<file path="src/rtl/counter_pkg.sv">
// Shared definitions for the reload counter: FSM state encoding and the
// width helper used to size the prescaler counter.
package counter_pkg;

    typedef enum logic [1:0] {
        ST_IDLE = 2'd0,
        ST_RUN  = 2'd1,
        ST_DONE = 2'd2
    } state_t;

    // Bits needed to hold 0..value-1; never returns less than 1 so vectors stay legal.
    function automatic int clog2(input int value);
        int width;
        int one;
        width = 1;
        one   = 1;
        for (int i = 1; i < 31; i++) begin
            if ((one << i) < value) begin
                width = i + 1;
            end else begin
                width = width;
            end
        end
        return width;
    endfunction

endpackage

</file>
<file path="src/rtl/reload_counter_if.sv">
// Control and status bundle of the reload counter; the counter is the slave,
// the controlling logic is the master.
interface reload_counter_if #(
    parameter int WIDTH = 4
);
    logic [WIDTH-1:0] in;
    logic             latch;
    logic             dec;
    logic             periodic;
    logic [WIDTH-1:0] count;
    logic             zero;
    logic             tc;
    logic             busy;

    modport master (output in, latch, dec, periodic, input count, zero, tc, busy);
    modport slave  (input in, latch, dec, periodic, output count, zero, tc, busy);
endinterface

</file>
<file path="src/rtl/tick_prescaler.sv">
// Divides the qualified dec stream: tick fires on every PRESCALE-th enabled
// cycle, in the same cycle as that enable.
module tick_prescaler
    import counter_pkg::*;
#(
    parameter int PRESCALE = 2
) (
    input  logic clock,
    input  logic reset,
    input  logic clear,
    input  logic en,
    output logic tick
);
    localparam int          PW      = clog2(PRESCALE);
    localparam logic [PW-1:0] LAST  = PW'(PRESCALE - 1);
    localparam logic [PW-1:0] P_ZERO = {PW{1'b0}};
    localparam logic [PW-1:0] P_ONE  = PW'(1);

    logic [PW-1:0] cnt_r;
    logic          at_last_s;

    assign at_last_s = (cnt_r == LAST);
    assign tick      = en & ~clear & at_last_s;

    // Qualified-pulse counter; clear wins over en so a reload restarts the division.
    always_ff @(posedge clock) begin
        if (reset) begin
            cnt_r <= P_ZERO;
        end else if (clear) begin
            cnt_r <= P_ZERO;
        end else if (en) begin
            cnt_r <= at_last_s ? P_ZERO : (cnt_r + P_ONE);
        end else begin
            cnt_r <= cnt_r;
        end
    end
endmodule

</file>
<file path="src/rtl/reload_counter.sv">
// Loadable down-counter with optional prescaler, one-shot or auto-reload
// operation and a registered terminal-count pulse.
module reload_counter
    import counter_pkg::*;
#(
    parameter int WIDTH    = 4,
    parameter int PRESCALE = 1
) (
    input  logic             clock,
    input  logic             reset,
    reload_counter_if.slave  bus
);
    localparam logic [WIDTH-1:0] CNT_ZERO = {WIDTH{1'b0}};
    localparam logic [WIDTH-1:0] CNT_ONE  = WIDTH'(1);

    state_t           state_r, state_n;
    logic [WIDTH-1:0] count_r, count_n;
    logic [WIDTH-1:0] reload_r, reload_n;
    logic             tc_r, tc_n;
    logic             qual_dec_s;
    logic             step_s;

    // latch outranks dec, so a dec coinciding with a latch is never counted.
    assign qual_dec_s = (state_r == ST_RUN) & bus.dec & ~bus.latch;

    generate
        if (PRESCALE > 1) begin : g_presc
            tick_prescaler #(.PRESCALE(PRESCALE)) u_presc (
                .clock (clock),
                .reset (reset),
                .clear (bus.latch),
                .en    (qual_dec_s),
                .tick  (step_s)
            );
        end else begin : g_nopresc
            assign step_s = qual_dec_s;
        end
    endgenerate

    // State, count, reload and tc registers.
    always_ff @(posedge clock) begin
        if (reset) begin
            state_r  <= ST_IDLE;
            count_r  <= CNT_ZERO;
            reload_r <= CNT_ZERO;
            tc_r     <= 1'b0;
        end else begin
            state_r  <= state_n;
            count_r  <= count_n;
            reload_r <= reload_n;
            tc_r     <= tc_n;
        end
    end

    // Next-state and datapath decode.
    always_comb begin
        state_n  = state_r;
        count_n  = count_r;
        reload_n = reload_r;
        tc_n     = 1'b0;
        case (state_r)
            ST_IDLE, ST_DONE: begin
                if (bus.latch) begin
                    count_n  = bus.in;
                    reload_n = bus.in;
                    state_n  = (bus.in != CNT_ZERO) ? ST_RUN : ST_IDLE;
                end else begin
                    count_n = CNT_ZERO;
                end
            end
            ST_RUN: begin
                if (bus.latch) begin
                    count_n  = bus.in;
                    reload_n = bus.in;
                    state_n  = (bus.in != CNT_ZERO) ? ST_RUN : ST_IDLE;
                end else if (step_s) begin
                    if (count_r > CNT_ONE) begin
                        count_n = count_r - CNT_ONE;
                    end else if (count_r == CNT_ONE) begin
                        tc_n = 1'b1;
                        if (bus.periodic) begin
                            count_n = reload_r;
                        end else begin
                            count_n = CNT_ZERO;
                            state_n = ST_DONE;
                        end
                    end else begin
                        // Zero while running cannot arise; fall back to IDLE rather than wrap.
                        count_n = CNT_ZERO;
                        state_n = ST_IDLE;
                    end
                end else begin
                    count_n = count_r;
                end
            end
            default: begin
                state_n  = ST_IDLE;
                count_n  = CNT_ZERO;
                reload_n = CNT_ZERO;
            end
        endcase
    end

    assign bus.count = count_r;
    assign bus.zero  = (count_r == CNT_ZERO);
    assign bus.tc    = tc_r;
    assign bus.busy  = (state_r == ST_RUN);
endmodule

</file>
<file path="src/flat_wrapper.sv">
// flat-port wrapper written by rule: the top's interface ports become plain ports
module reload_counter_flat import counter_pkg::*;
#(
    parameter int WIDTH    = 4,
    parameter int PRESCALE = 1
)
  (clock, reset, bus_in, bus_latch, bus_dec, bus_periodic, bus_count, bus_zero, bus_tc, bus_busy);
  reload_counter_if #(.WIDTH(WIDTH)) bus_i ();
  input  logic clock;
  input  logic reset;
  input wire logic [$bits(bus_i.in)-1:0] bus_in;
  input wire logic [$bits(bus_i.latch)-1:0] bus_latch;
  input wire logic [$bits(bus_i.dec)-1:0] bus_dec;
  input wire logic [$bits(bus_i.periodic)-1:0] bus_periodic;
  output wire logic [$bits(bus_i.count)-1:0] bus_count;
  output wire logic [$bits(bus_i.zero)-1:0] bus_zero;
  output wire logic [$bits(bus_i.tc)-1:0] bus_tc;
  output wire logic [$bits(bus_i.busy)-1:0] bus_busy;
  assign bus_i.in = bus_in;
  assign bus_i.latch = bus_latch;
  assign bus_i.dec = bus_dec;
  assign bus_i.periodic = bus_periodic;
  assign bus_count = bus_i.count;
  assign bus_zero = bus_i.zero;
  assign bus_tc = bus_i.tc;
  assign bus_busy = bus_i.busy;
  reload_counter #(.WIDTH(WIDTH), .PRESCALE(PRESCALE)) u_core (.clock(clock), .reset(reset), .bus(bus_i));
endmodule
</file>
<file path="config.mk">
export PLATFORM = sky130hd
export DESIGN_NAME = reload_counter_flat
export DESIGN_NICKNAME = d
export VERILOG_FILES = /design/src/rtl/counter_pkg.sv /design/src/rtl/reload_counter_if.sv /design/src/rtl/tick_prescaler.sv /design/src/rtl/reload_counter.sv /design/src/flat_wrapper.sv
export SDC_FILE = /design/constraint.sdc
export NUM_CORES = 1
export LEC_CHECK = 0
export BUFFER_PORTS_ARGS = -buffer_cell sky130_fd_sc_hd__buf_2
export CAP_MARGIN = 20
export CORE_UTILIZATION = 30
export DETAILED_ROUTE_END_ITERATION = 7
export SLEW_MARGIN = 20
export SYNTH_ARGS = -nofsm -noshare
export SYNTH_HDL_FRONTEND = slang
export SYNTH_HIERARCHICAL = 1
export SYNTH_SLANG_ARGS = --single-unit
</file>
<file path="constraint.sdc">
create_clock -name clock -period 2.3 [get_ports clock]
set_clock_uncertainty 0.15 [all_clocks]
set_input_delay 0.345 -clock clock [delete_from_list [all_inputs] [get_ports clock]]
set_output_delay 0.345 -clock clock [all_outputs]
set_load 0.05 [all_outputs]
</file>
# [Yosys cells after proc, flatten, opt, wreduce, memory -nomap -nowiden]
# Index checks and enable logic that the tools add are counted.
# W data, S select, Z words.
[word_totals] output_inout_bits=7 ff_bits=11
[classes] n_addsub=1 eq_ne=7 n_bitwise=6 n_lt_le_gt_ge=1 reduce_logical=8 n_mux=16
[ops] operator="$mux W4" count=6
[ops] operator="$mux W2" count=6
[ops] operator="$pmux W4 S2" count=1
[ops] operator="$reduce_or A5 Y1" count=1
[ops] operator="$eq A4 B1 Y1 const B" count=1
[ops] operator="$gt A4 B1 Y1 const B" count=1
[ops] operator="$logic_not A4 Y1" count=1
[ops] operator="$ne A4 B4 Y1 const B" count=1
[ops] operator="$not A1 Y1" count=4
[ops] operator="$pmux W2 S2" count=1
[ops] operator="$reduce_and A4 Y1" count=1
[ops] operator="$reduce_bool A4 Y1" count=1
[ops] operator="$reduce_or A2 Y1" count=2
[ops] operator="$sub A4 B1 Y4 const B" count=1
[ops] operator="$ne A3 B2 Y1 const B" count=1
[ops] operator="$ne A3 B3 Y1 const B" count=1
[ops] operator="$reduce_or A3 Y1" count=1
[ops] operator="$and A1 B1 Y1" count=2
[ops] operator="$eq A2 B1 Y1 const B" count=1
[ops] operator="$eq A2 B2 Y1 const B" count=1
[ops] operator="$logic_not A2 Y1" count=1
[ops] operator="$mux W1" count=2
[ops] operator="$ne A2 B2 Y1 const B" count=1

# [Depth between registers and ports, before layout]
# Gate-level depths: netlist of run 1.
[logic_depth] depth_word=6 depth_mapped=7

# [Least setup slack after synthesis of run 1]
# OpenSTA, ideal clock, no wires.
[synth_timing] kind="flip-flop to flip-flop" from="reg u_core.count_r[1], in the netlist u_core/bus.count[1]" to="reg u_core.count_r[1], in the netlist u_core/bus.count[1]" slack_ps=240 t_required_ps=2073 arrival_ps=1833 stages_incl_launch_ff=8 path_buffers=1 path_cell_list="dfxtp_1 -> inv_1 -> ha_1 -> buf_2 -> nor2_1 -> nor3_1 -> or3_1 -> a41oi_2"
[synth_between] elab_chain_len=6 word_cells_on_any_way=8 cone_classes="add/sub: 1; order compare: 1; eq/ne: 1; mux: 5"
[synth_rtl] element="start: declaration" line_no="reload_counter.sv:17" text="logic [WIDTH-1:0] count_r, count_n;"
[synth_rtl] element="start signal: assignment" line_no="reload_counter.sv:49" text="count_r <= count_n;"
[synth_rtl] element="parallel branches: the longest is 2 deep, another holds $sub A4 B1 Y4"
[synth_rtl] element="$mux W4 *" line_no="reload_counter.sv:77" text="if (count_r > CNT_ONE) begin"
[synth_rtl] element="$mux W4 *" line_no="reload_counter.sv:76" text="end else if (step_s) begin"
[synth_rtl] element="$mux W4 *" line_no="reload_counter.sv:72" text="if (bus.latch) begin"
[synth_rtl] element="$pmux W4 S2 *" line_no="reload_counter.sv:61" text="case (state_r)"
# Mark *: on every way between the ends. The select of a mux whose other input is x is not followed.
# A chain may end at the register's enable or synchronous reset.

# [Worst setup path after layout of run 1]
[layout_timing] from="reg u_core.count_r[2], in the netlist u_core/bus.count[2]" to="out bus_zero"
[layout_between] elab_chain_len=1
[layout_rtl] element="$logic_not A4 Y1" line_no="reload_counter.sv:105" text="assign bus.zero = (count_r == CNT_ZERO);"
[layout_rtl] element="end: declaration" line_no="flat_wrapper.sv:16" text="output wire logic [$bits(bus_i.zero)-1:0] bus_zero;"
# Every way passes these cells.

==> results of run 1 <==
==> metal layers <==
metal	routed length (um)	up-vias	global-route usage [%]	share of wire, %
li1	-	328	-	-
met1	838	304	18.9	50
met2	698	23	21.2	41
met3	111	9	5.56	6.6
met4	33	0	6.19	2.0
met5	0	-	0	0
==> worst min path at each step <==
stage	from	end	slack, ns	cells past startpoint
floorplan	reset	u_core/bus.count[3]	0.26	1
global placement	u_core/reload_r[0]	u_core/reload_r[0]	0.32	2
detailed placement	u_core/reload_r[0]	u_core/reload_r[0]	0.33	2
CTS	reset	u_core/bus.count[3]	0.16	2
global route	reset	u_core/bus.count[3]	0.15	2
finish	reset	u_core/bus.count[3]	0.17	2
==> power by group through the flow <==
stage               registers [mW]  clock network, mW  logic (mW)
floorplan                    0.228                  0      0.0726
global placement             0.218                  0       0.116
detailed placement           0.218                  0       0.115
CTS                          0.214              0.139       0.115
global route                 0.215              0.153       0.125
finish                       0.214              0.135       0.116
==> cell families after synthesis <==
logic type	synth area share [%]
simple gates	29.8
flops	32.6
fa+ha+maj	3.70
mux	2.96
buf+inv	4.44
compound gates	26.5
==> stage by stage <==
stage | std cells | setup WS (ns)
6_report | 123 | 0.397
5_1_grt | 123 | 0.321
4_1_cts | 123 | 0.402
3_5_place_dp | 119 | 0.506
3_3_place_gp | 119 | 0.602
2_1_floorplan | 80 | 0.240
==> final cells by class <==
class	count	area, um^2	share of cell area [%]
clock buffers	4	26.3	3.30
inverters	4	15.0	1.89
multi-input cells	62	425	53.5
flip-flops and latches	11	220	27.7
well taps	27	33.8	4.25
repair buffers	15	75.1	9.43
==> sequential cells by signal, summed over array words and instances, names as in the netlist <==
name and flops:
u_core/bus.tc 1, u_core/state_r 2, u_core/reload_r 4, u_core/bus.count 4
==> placed cells by master (no fill, tap or decap), types with 3 or more instances in the layout <==
cell      instances
a21oi_1           5
buf_2            15
clkbuf_4          3
dfxtp_1          11
inv_1             3
nand2_1           4
nand2b_1          4
nor2_1            8
nor3_1            3
o21bai_1          3
==> metrics.txt, run 1 <==
status=completed; flop2flop setup slack=between 0.4 and 0.5 ns; Area after DPL=769 um^2; unrepaired setup endpoints after global routing=false; count leader, synth=dfxtp_1; Top Ports=16; fin nets=108; buffer count from post-CTS setup fixing=0; sequential share of the synthesized area=32.6%; Synth Cell Area=676 um^2; DRC Markers=0; hold slack=0.175 ns; FILL cells=between 200 and 250; top-area cell type share of the netlist area=32.6%; sequential share of power=46.1%; TritonCTS clock tree=yes; PwrDens=585 nW/um^2; vias in the first global route=616; grt ovf=0; leakage power=0.332 nW; cells after synthesis=80; Crit path max-delay family=simple AND/OR/NAND/NOR gates; Yosys warnings=6; critical path's slowest cell=dfxtp_1; WP buf/inv=1; Num CTS Buffers=3; Total Neg Setup Slack=0 ns; Final Util=39.0%; Overall Power=approximately 0.47 mW; fraction of registers with async set/reset=0%; All-Layer GR Usage=14.5%; vias per cell=5.40; WP data required=1.80 ns; Synth Flop Type=dfxtp_1; Max-slew headroom=around 79%; worst setup path class=reg2out; Final min period=1.90 ns; vias=664; Synth Area per Inst=around 8.4 um^2; starting density of the core=33.1%; Post-CTS Resized=0; Post-synth EDFFs=0; Crit Path Max Fanout=9; Peak Freq=0.525 GHz; Yosys top cell by area=dfxtp_1; Clk network pwr share=28.9%; CTS Hold Bufs=0; maximum VDD drop=roughly 0.34 mV; Clock Latency Late Sink=0.27 ns; Slew @ Worst Pin=between 0.3 and 0.4 ns; Net Sw Power=0.159 mW; register bit total from synthesis=11; FP Rows=16; CP Capture Point=bus_zero; WL final=1680 um; CP Capture Type=primary output; post-synth net total=91; internal power=between 0.3 and 0.4 mW; CP cell instances=nor2_2, and2_1, buf_2; Clock Tree Buf Depth=2; Antenna Violating Nets Remaining=0; DIE WIDTH=around 49 um; Initial DRC Count=27; Logic pwr share=25.0%; final setup fails=0; Core Area=2040 um^2; design area=around 800 um^2; Routability Congestion=~0.92; first-pass GRT wire length=2710 um; drt wl/cell=~14 um; Crit path depth=3; CP peak stage delay=0.40 ns; H-tree depth=1; Final period util=82.7%; CTS clk-pin slew, worst paths=0.07 ns; reg-to-reg startpoint=u_core/bus.count[1]; CTS Sinks=11; Root Buffer Master=clkbuf_4; number of port buffers=15; layout cells sized above 1=28.1%; Hold Vio Cnt, Final=0; Commonest cells post-synth=dfxtp_1 (11), nor2_1 (8), a21oi_1 (5); HP Class=in2reg; Worst R2R End=u_core/bus.count[1]; initial antenna violation count=0; Pins Over Slew Limit=0; Worst setup SP type=flip-flop; Antenna diodes=0; post-DP HPWL=1230 um; top cells by area, synth=dfxtp_1 (33%), nor2_1 (4.4%), a21oi_1 (3.7%); R2R depth=6; Crit. Startpoint=u_core/bus.count[2]; CP arrival=1.41 ns; Total Die Area=2450 um^2; Max-Cap Viols=0; largest net degree at the start of global routing=15; Die Y=49.5 um; Initial DRT Pass Iterations=4; post-synthesis cell type count=36; area delta synth->final=17.8%; Sw Ratio=approximately 34%
Note: power is estimated with default switching activity, not from simulation.
==> run 2: changes to the inputs <==
==> constraint.sdc (replaced) <==
create_clock -name clock -period 1.55 [get_ports clock]
set_clock_uncertainty 0.15 [all_clocks]
set_input_delay 0.2325 -clock clock [delete_from_list [all_inputs] [get_ports clock]]
set_output_delay 0.2325 -clock clock [all_outputs]
set_load 0.05 [all_outputs]
==> run 2 against run 1 <==
Effect of this change: the flow now finishes with violations (negative setup slack); power up 65%; sequential cell count did not move; global-route usage rose by 1.8 points; cell area rose by 21%; clock power rose by 53%; cell count grew 6.5%; die area stayed put; critical path type unchanged; largest power group unchanged; highest routed layer unchanged.
==> metrics.txt, run 2 (same netlist as run 1, synthesis figures left out) <==
maximum VDD drop=0.430 mV; Clock Latency Late Sink=between 0.2 and 0.3 ns; Max-slew headroom=80.0%; most frequent cells in the layout=buf_2 (13), dfxtp_1 (7), nor2_1 (6); area delta synth->final=43.0%; drt wl/cell=14.8 um; DIE WIDTH=49.5 um; HP Class=in2reg; R2R depth=6; Initial DRC Count=25; largest net degree at the start of global routing=11; post-DP HPWL=1330 um; final std cells w/o fill=131; unrepaired setup endpoints after global routing=true; Top Ports=16; most common cell after layout, fill and taps aside=buf_2; flop2flop setup slack=-0.03 ns; H-tree depth=1; FF/Latch Area=233 um^2; hold path start=reset; reg-to-reg startpoint=u_core/bus.count[0]; Worst setup SP type=flip-flop; hold slack=0.0540 ns; Core Area=2040 um^2; leakage power=approximately 0.4 nW; Clock Tree Buf Depth=2; All-Layer GR Usage=16.4%; Final period util=104%; TritonCTS clock tree=yes; Antenna Violating Nets Remaining=0; Worst R2R End=u_core/bus.count[1]; worst setup path class=reg2out; WP data required=1.17 ns; Final min period=1.62 ns; number of port buffers=15; final setup fails=3; WL final=slightly below 2000 um; Antenna diodes=0; worst hold stages=2; Initial DRT Pass Iterations=4; Total Neg Setup Slack=-0.122 ns; Routability Congestion=0.804; FP Rows=16; Root Buffer Master=clkbuf_4; status=complete, but fails checks; Worst Hold Endpoint=u_core/bus.count[3]; vias in the first global route=656; multi-input logic area=slightly below 500 um^2; CTS clk-pin slew, worst paths=roughly 0.070 ns; first-pass GRT wire length=roughly 3000 um; Peak Freq=0.619 GHz; starting density of the core=between 30% and 40%; CP Capture Type=primary output; DRC Markers=0; failing checks=negative setup slack; initial antenna violation count=0; Max-Cap Viols=0; CP arrival=~1.2 ns; Pins Over Slew Limit=0; Hold Vio Cnt, Final=0; Crit Path Max Fanout=4; FILL cells=approximately 220; Slew @ Worst Pin=between 0.3 and 0.4 ns; vias=roughly 720; Num CTS Buffers=3; dpl cells=126; Total Die Area=2450 um^2; fin nets=roughly 120; layout cells sized above 1=49.0%; grt ovf=0; final worst setup slack=-0.0660 ns; Die Y=49.5 um; PwrDens=794 nW/um^2; CTS Sinks=11; vias per cell=5.50
-- run 2: timing repair --
item	CTS	global route
buffers inserted	1	0
resized for setup	12	12
hold buffers	0	0
setup endpoints to repair	4	7
endpoints found under the hold margin	0	0
pin swaps	0	9
-- run 2: metrics by stage --
step / util, % / total power, mW / worst slack, ns / area [um^2]
after floorplan: - / 0.450 / -0.158 / 691
after global placement: 41.0 / 0.517 / 0.0143 / 837
after detailed placement: 41.0 / 0.518 / 0.00172 / 837
after CTS: 44.5 / 0.750 / -0.0568 / 908
after global routing: 47.3 / 0.809 / -0.108 / 966
final: 47.3 / 0.766 / -0.0660 / 966
-- run 2: how the worst max path moves through the flow --
stage | from | end | slack (ns) | depth (start not counted)
2_1_floorplan | u_core/bus.count[1] | u_core/bus.count[1] | -0.16 | 7
3_3_place_gp | u_core/bus.count[0] | u_core/bus.count[2] | 0.01 | 6
3_5_place_dp | u_core/bus.count[0] | u_core/bus.count[3] | 0.002 | 6
4_1_cts | u_core/bus.count[0] | u_core/bus.count[1] | -0.06 | 6
5_1_grt | u_core/bus.count[1] | bus_zero | -0.11 | 5
6_report | u_core/bus.count[1] | bus_zero | -0.07 | 5
-- run 2: report_power, final --
part           switching (mW)  internal, mW  total, mW  leakage (nW)
sequential             0.0194         0.296      0.315        0.0927
clock                   0.111        0.0959      0.207        0.0177
combinational           0.140         0.105      0.244         0.283
-- run 2: metal layers --
layer  global-route usage [%]  wire length, um  up-vias
met5                        0                0        -
met4                     4.29               14        0
met3                     6.48              155        3
met2                     25.1              947       30
met1                     21.2              828      342
li1                         -                -      346
-- run 2: final cells by class --
| class | instances | area share, % |
|---|---|---|
| multi-input combinational | 62 | 50.5 |
| timing repair buffer | 23 | 17.2 |
| clock inverter | 1 | 0.518 |
| sequential | 11 | 24.1 |
| clock buffer | 3 | 2.33 |
| inverter | 4 | 1.81 |
| tap | 27 | 3.50 |
-- run 2: critical path, stage by stage (launching register included) --
cell and delay (ns):
dfxtp_4 0.36, inv_4 0.04, ha_4 0.16, buf_6 0.12, and2_4 0.13, buf_8 0.14
